===== src/rtl/config_bus_arbiter.sv =====
// Round-robin arbiter sharing one layer-engine config bus among C_NUM_REQ requesters, one transaction in flight.
// Latency: accept at T, strobe from T+1, response pulse the cycle after the matching ack (min accept->rsp = 2).
// Backpressure: requesters hold req_valid until the combinational req_accept; the strobe is held until wrack/rdack.
//
// Ports: clk/rst (async active-low); req_valid/req_wr/req_address/req_wdata in, req_accept out (per requester);
//        rsp_valid (one-hot), rsp_error, rsp_rdata out; config_address/config_datain/config_wren/config_rden out,
//        config_wrack/config_rdack/config_dataout in.
// Optional macro CFG_BUS_ARB_TIMEOUT_EN: aborts a strobe after C_TIMEOUT cycles without ack (rsp_error = 1).
module config_bus_arbiter #(
    parameter int C_NUM_REQ    = 4,
    parameter int C_ADDR_WIDTH = 16,
    parameter int C_DATA_WIDTH = 128,
    parameter int C_TIMEOUT    = 255
) (
    input  logic                             clk,
    input  logic                             rst,
    input  logic [C_NUM_REQ-1:0]             req_valid,
    output logic [C_NUM_REQ-1:0]             req_accept,
    input  logic [C_NUM_REQ-1:0]             req_wr,
    input  logic [C_NUM_REQ*C_ADDR_WIDTH-1:0] req_address,
    input  logic [C_NUM_REQ*C_DATA_WIDTH-1:0] req_wdata,
    output logic [C_NUM_REQ-1:0]             rsp_valid,
    output logic                             rsp_error,
    output logic [C_DATA_WIDTH-1:0]          rsp_rdata,
    output logic [C_ADDR_WIDTH-1:0]          config_address,
    output logic                             config_wren,
    input  logic                             config_wrack,
    output logic                             config_rden,
    input  logic                             config_rdack,
    output logic [C_DATA_WIDTH-1:0]          config_datain,
    input  logic [C_DATA_WIDTH-1:0]          config_dataout
);

    localparam int IDX_W = $clog2(C_NUM_REQ);

    if (C_NUM_REQ < 2 || C_NUM_REQ > 8 || C_TIMEOUT < 1) begin : g_param_check
        $error("config_bus_arbiter: parameter out of range");
    end

    typedef enum logic {
        IDLE = 1'b0,
        BUSY = 1'b1
    } state_t;

    state_t                    state_q, state_d;
    logic [IDX_W-1:0]          last_grant_q, last_grant_d;
    logic [C_ADDR_WIDTH-1:0]   config_address_q, config_address_d;
    logic [C_DATA_WIDTH-1:0]   config_datain_q, config_datain_d;
    logic                      wren_q, wren_d;
    logic                      rden_q, rden_d;
    logic [C_NUM_REQ-1:0]      rsp_valid_q, rsp_valid_d;
    logic [C_DATA_WIDTH-1:0]   rsp_rdata_q, rsp_rdata_d;

    logic                      gnt_vld;
    logic [IDX_W-1:0]          gnt_idx;
    logic                      sel_wr;
    logic [C_ADDR_WIDTH-1:0]   sel_addr;
    logic [C_DATA_WIDTH-1:0]   sel_wdata;
    logic                      ack_hit;

`ifdef CFG_BUS_ARB_TIMEOUT_EN
    localparam int CNT_W = $clog2(C_TIMEOUT + 1);
    logic [CNT_W-1:0]          cnt_q, cnt_d;
    logic                      rsp_error_q, rsp_error_d;
    logic                      timeout_hit;
`endif

    // Round-robin search: first valid requester starting just above the last grant.
    // The sum is one bit wider than the index so the wrap compare cannot overflow.
    always_comb begin
        logic [IDX_W:0] cand;
        gnt_vld = 1'b0;
        gnt_idx = '0;
        cand    = '0;
        for (int k = 1; k <= C_NUM_REQ; k++) begin
            cand = {1'b0, last_grant_q} + (IDX_W+1)'(k);
            if (cand >= (IDX_W+1)'(C_NUM_REQ)) begin
                cand = cand - (IDX_W+1)'(C_NUM_REQ);
            end
            if (!gnt_vld && req_valid[cand[IDX_W-1:0]]) begin
                gnt_vld = 1'b1;
                gnt_idx = cand[IDX_W-1:0];
            end
        end
    end

    // Fields of the winning requester.
    always_comb begin
        sel_wr    = 1'b0;
        sel_addr  = '0;
        sel_wdata = '0;
        for (int i = 0; i < C_NUM_REQ; i++) begin
            if (gnt_idx == IDX_W'(i)) begin
                sel_wr    = req_wr[i];
                sel_addr  = req_address[i*C_ADDR_WIDTH +: C_ADDR_WIDTH];
                sel_wdata = req_wdata[i*C_DATA_WIDTH +: C_DATA_WIDTH];
            end
        end
    end

    always_comb begin
        state_d          = state_q;
        last_grant_d     = last_grant_q;
        config_address_d = config_address_q;
        config_datain_d  = config_datain_q;
        wren_d           = wren_q;
        rden_d           = rden_q;
        rsp_valid_d      = '0;
        rsp_rdata_d      = rsp_rdata_q;
        req_accept       = '0;
        // Only the ack matching the strobe in flight counts; the strobes are zero in IDLE.
        ack_hit          = (wren_q & config_wrack) | (rden_q & config_rdack);
`ifdef CFG_BUS_ARB_TIMEOUT_EN
        cnt_d            = cnt_q;
        rsp_error_d      = 1'b0;
        timeout_hit      = (cnt_q == CNT_W'(C_TIMEOUT - 1));
`endif
        case (state_q)
            IDLE: begin
                if (gnt_vld) begin
                    req_accept[gnt_idx] = 1'b1;
                    state_d             = BUSY;
                    last_grant_d        = gnt_idx;
                    config_address_d    = sel_addr;
                    config_datain_d     = sel_wdata;
                    wren_d              = sel_wr;
                    rden_d              = ~sel_wr;
`ifdef CFG_BUS_ARB_TIMEOUT_EN
                    cnt_d               = '0;
`endif
                end
            end
            BUSY: begin
                if (ack_hit) begin
                    state_d                   = IDLE;
                    wren_d                    = 1'b0;
                    rden_d                    = 1'b0;
                    rsp_valid_d[last_grant_q] = 1'b1;
                    if (rden_q) begin
                        rsp_rdata_d = config_dataout;
                    end
                end
`ifdef CFG_BUS_ARB_TIMEOUT_EN
                // cnt_q counts completed strobe cycles; an ack on the final cycle still wins.
                else if (timeout_hit) begin
                    state_d                   = IDLE;
                    wren_d                    = 1'b0;
                    rden_d                    = 1'b0;
                    rsp_valid_d[last_grant_q] = 1'b1;
                    rsp_error_d               = 1'b1;
                end else begin
                    cnt_d = cnt_q + CNT_W'(1);
                end
`endif
            end
            default: state_d = IDLE;
        endcase
    end

    always_ff @(posedge clk or negedge rst) begin
        if (!rst) begin
            state_q          <= IDLE;
            last_grant_q     <= IDX_W'(C_NUM_REQ - 1);
            config_address_q <= '0;
            config_datain_q  <= '0;
            wren_q           <= 1'b0;
            rden_q           <= 1'b0;
            rsp_valid_q      <= '0;
            rsp_rdata_q      <= '0;
        end else begin
            state_q          <= state_d;
            last_grant_q     <= last_grant_d;
            config_address_q <= config_address_d;
            config_datain_q  <= config_datain_d;
            wren_q           <= wren_d;
            rden_q           <= rden_d;
            rsp_valid_q      <= rsp_valid_d;
            rsp_rdata_q      <= rsp_rdata_d;
        end
    end

`ifdef CFG_BUS_ARB_TIMEOUT_EN
    always_ff @(posedge clk or negedge rst) begin
        if (!rst) begin
            cnt_q       <= '0;
            rsp_error_q <= 1'b0;
        end else begin
            cnt_q       <= cnt_d;
            rsp_error_q <= rsp_error_d;
        end
    end
    assign rsp_error = rsp_error_q;
`else
    assign rsp_error = 1'b0;
`endif

    assign rsp_valid      = rsp_valid_q;
    assign rsp_rdata      = rsp_rdata_q;
    assign config_address = config_address_q;
    assign config_datain  = config_datain_q;
    assign config_wren    = wren_q;
    assign config_rden    = rden_q;

endmodule

===== config.mk =====
export PLATFORM = sky130hd
export DESIGN_NAME = config_bus_arbiter
export DESIGN_NICKNAME = d
export VERILOG_FILES = /design/src/rtl/config_bus_arbiter.sv
export SDC_FILE = /design/constraint.sdc
export NUM_CORES = 1
export LEC_CHECK = 0
export BUFFER_PORTS_ARGS = -buffer_cell sky130_fd_sc_hd__buf_2
export CAP_MARGIN = 20
export CORE_AREA = 2 2 393 395
export DETAILED_ROUTE_END_ITERATION = 10
export DIE_AREA = 0 0 395 397
export PLACE_DENSITY = 0.32
export SYNTH_ARGS = -nofsm -noshare
export SYNTH_HDL_FRONTEND = slang
export SYNTH_SLANG_ARGS = --single-unit

===== constraint.sdc =====
create_clock -name clk -period 5.28 [get_ports clk]
set_clock_uncertainty 0.05 [all_clocks]
set_input_delay 0.792 -clock clk [delete_from_list [all_inputs] [get_ports clk]]
set_output_delay 0.792 -clock clk [all_outputs]
set_load 0.005 [all_outputs]

==> flow_metrics.py <==
metrics = {
    "worst_setup_path": {
        "cp.arrival_ns": 4.10,
        "start_kind": "register",
        "crit_top_cell": "inv_1",
        "critPathMaxFanout": 9,
        "path_class": "register to primary output",
        "cp_slowest_stage_delay_ns": 0.82,
        "end_kind": "primary output",
        "crit_chain": "inv_1 > ha_1 > nand2b_1 > a211oi_1 > o32ai_1 > nand3_1 > inv_1 > buf_2",
        "r2r_setup_slack_ns": 1.17,
        "worst_path_max_delay_cell": "o32ai_1",
        "r2r_start": "last_grant_q[0]",
        "crit_required_ns": 4.44,
        "worstSetupStartpoint": "last_grant_q[0]",
    },
    "hold_path": {
        "hp-class": "primary input to async pin",
    },
    "yosys": {
        "synth-simple-area-share": 0.0946,
        "synth-xor-area-share": 0,
        "synth-async-reset-ratio": 1.00,
        "synthFlopType": "dfrtp_1",
        "synth_top_family_by_area": "multiplexers",
        "ys_seq_elements": 281,
        "syn-num-nets": 2057,
        "synth_area_sq_um": 15000,
        "ys_seq_area_frac": 0.468,
        "synth_adder_area_share": 0.00333,
        "yosysWarnings": 0,
        "synth-compound-area-share": 0.168,
        "synthMuxAreaShare": 0.220,
        "synth_cells": 1337,
        "synth_edf_count": 0,
        "ys_types": 42,
        "synth_area_per_cell_sq_um": 11.2,
    },
    "placed_design": {
        "gp_congestion": 0.894,
        "place_area_sq_um": 22400,
        "hpwl_microns": 84300,
        "io_buffers": 997,
    },
    "route": {
        "dr.pass1.iters": 5,
        "wirelength_microns": 104000,
        "route.met3.wl_microns": 8240,
        "vias": 15300,
        "detail-route-antenna-nets": 0,
        "vias_per_cell": 3.49,
        "drt_iter0_markers": 623,
        "wl_met2_microns": 49300,
        "wl_per_cell_microns": 23.7,
        "topRoutingLayerUsed": "met5",
        "drc": 0,
        "wl_met1_microns": 43300,
    },
    "finish": {
        "fin_nets": 3024,
        "postLayoutCoreUtil": 0.156,
        "regArea_sq_um": 7030,
        "n_fill_cell": 17500,
        "multi_input_area_sq_um": 7360,
        "drive_gt1_frac": 0.610,
        "design_area_sq_um": 23900,
        "syn_to_final_growth_pct": 58.9,
    },
    "timing": {
        "rsz0062_at_grt": "false",
        "max_slew_margin": 0.338,
        "worst_pin_slew_ns": 0.990,
        "hold_viol": 0,
        "fmax_ghz": 0.202,
        "fin_tns_setup_ns": 0,
        "setup_viol": 0,
        "slew_violations": 0,
        "finalCriticalPeriod_ns": 4.95,
        "min_period_over_period": 0.937,
    },
    "floorplan": {
        "die_y_microns": 397,
        "coreArea_sq_um": 153000,
        "dieArea_sq_um": 157000,
        "initial_core_util": 0.0982,
        "io_pins": 999,
        "die_w_microns": 395,
        "rows": 144,
    },
    "clocking": {
        "numCtsBuffers": 45,
        "cts_tree": "yes",
        "ctsHoldBuffers": 0,
        "postCtsSetupBuffers": 0,
        "clk_latency_ns": 0.61,
        "postCtsResizedCells": 0,
        "htreeDepth": 2,
        "cts.sinks": 281,
        "clk_path_buf_depth": 3,
        "root_buffer": "clkbuf_16",
        "cts.clk_slew.worst_paths_ns": 0.06,
    },
    "run_status": {
        "status": "finished clean",
    },
    "power": {
        "comb_power_share": 0.504,
        "internal_power_mw": 8.29,
        "pwr-share-clk": 0.218,
        "swShare": 0.413,
        "powerDensity_nw_per_um2": 592,
        "leakage_nw": 11.3,
        "p_switching_mw": 5.83,
        "pwr-share-seq": 0.277,
        "power_mw": 14.1,
        "ir_worst_vdd_mv": 0.305,
    },
    "grt": {
        "grt.overflow.total": 0,
        "first_global_vias": 15600,
        "antenna_found_initial": 87,
        "grt_pass1_wl_microns": 137000,
        "grtUsageTotal": 0.127,
        "grt_max_degree": 126,
    },
    "flow_run": {
        "drv_cap": 0,
    },
}
-- path summary, 6_finish.rpt --
check | to | depth (start not counted)
max | req_accept[1] | 8
min | rsp_rdata[105] | 1
max reg2reg | config_address[11] | 9
min reg2reg | rsp_rdata[51] | 1
max in group asynchronous | config_datain[78] | 2
min in group clk | rsp_rdata[71] | 2
-- layout make-up --
class | instances | share of cell area
multi-input cells | 933 | 0.308
flip-flops and latches | 281 | 0.295
repair buffers | 1038 | 0.227
well taps | 2044 | 0.107
clock buffers | 66 | 0.0547
clock inverters | 13 | 0.00634
diodes | 12 | 0.00126
inverters | 5 | 0.000786
-- Yosys cell counts (2+ instances only) --
library cell | number | share of area
o32a_1 | 2 | 0.0013
o22ai_1 | 68 | 0.028
buf_4 | 4 | 0.0020
buf_1 | 11 | 0.0027
mux2i_1 | 46 | 0.031
dfstp_2 | 2 | 0.0035
buf_2 | 41 | 0.014
ha_1 | 4 | 0.0033
mux2_4 | 88 | 0.088
mux2_2 | 135 | 0.10
o22ai_2 | 87 | 0.072
nand2_1 | 270 | 0.067
dfrtp_1 | 279 | 0.46
inv_1 | 5 | 0.0012
and2_1 | 5 | 0.0021
clkbuf_1 | 41 | 0.010
o21ai_1 | 5 | 0.0017
nor3_1 | 11 | 0.0037
and3_1 | 42 | 0.017
a211oi_1 | 11 | 0.0055
a22oi_1 | 2 | 0.0010
buf_6 | 19 | 0.014
a31oi_1 | 92 | 0.038
nor2_1 | 9 | 0.0022
o21ai_0 | 41 | 0.014
-- metrics by stage --
| step | hold slack [ns] | setup slack (ns) | instances |
|---|---|---|---|
| 2_1_floorplan | 0.446 | 2.12 | 1337 |
| 6_report | 0.164 | 0.334 | 4392 |
| 4_1_cts | 0.154 | 0.167 | 4380 |
| 5_1_grt | 0.184 | 0.0410 | 4389 |
| 3_3_place_gp | 0.434 | 0.880 | 4301 |
| 3_5_place_dp | 0.437 | 0.896 | 4301 |
-- sequential cells by signal, indices dropped and copies added (netlist names) --
signal / count
config_datain: 128
rsp_rdata: 128
config_address: 16
rsp_valid: 4
last_grant_q: 2
config_rden: 1
config_wren: 1
state_q: 1
-- layer usage --
metal,GRT usage,vias up
li1,-,6835
met5,0.00484,-
met3,0.0394,185
met1,0.157,7475
met4,0.0380,46
met2,0.210,781
-- worst max-delay path: cells and delay by family (launching register included) --
kind | cells | cell delay, ns
flip-flops | 1 | 0.65
AO/OA/AOI/OAI | 2 | 0.89
AND/OR/NAND/NOR | 2 | 0.98
adder cells (fa/ha/maj) | 1 | 0.46
buffers and inverters | 3 | 0.48
-- power groups by stage --
| stage | Sequential (mW) | Combinational, mW | Clock (mW) |
|---|---|---|---|
| floorplan | 3.94 | 4.00 | 0 |
| global placement | 3.94 | 7.40 | 0 |
| detailed placement | 3.93 | 7.40 | 0 |
| CTS | 3.92 | 7.40 | 3.26 |
| global route | 4.05 | 7.74 | 3.33 |
| finish | 3.92 | 7.12 | 3.08 |
-- logic make-up after synthesis --
| kind of cell | Yosys count |
|---|---|
| AO/OA/AOI/OAI | 318 |
| adder cells (fa/ha/maj) | 4 |
| AND/OR/NAND/NOR | 341 |
| other | 1 |
| multiplexers | 269 |
| buffers and inverters | 123 |
| flip-flops | 281 |
-- cells in the final DEF, fill, tap and decap left out, types with 11 or more instances in the layout --
master and instances:
o22ai_1 68, clkbuf_1 12, a31oi_1 92, mux2_4 88, clkbuf_16 46, nand2_1 269, dfrtp_1 279, nor3_1 11
buf_4 33, a211oi_1 11, buf_2 996, o21ai_0 41, and3_1 42, o22ai_2 87, mux2i_1 46, mux2_2 135
diode_2 12
Power figures use the tool's default switching activity.
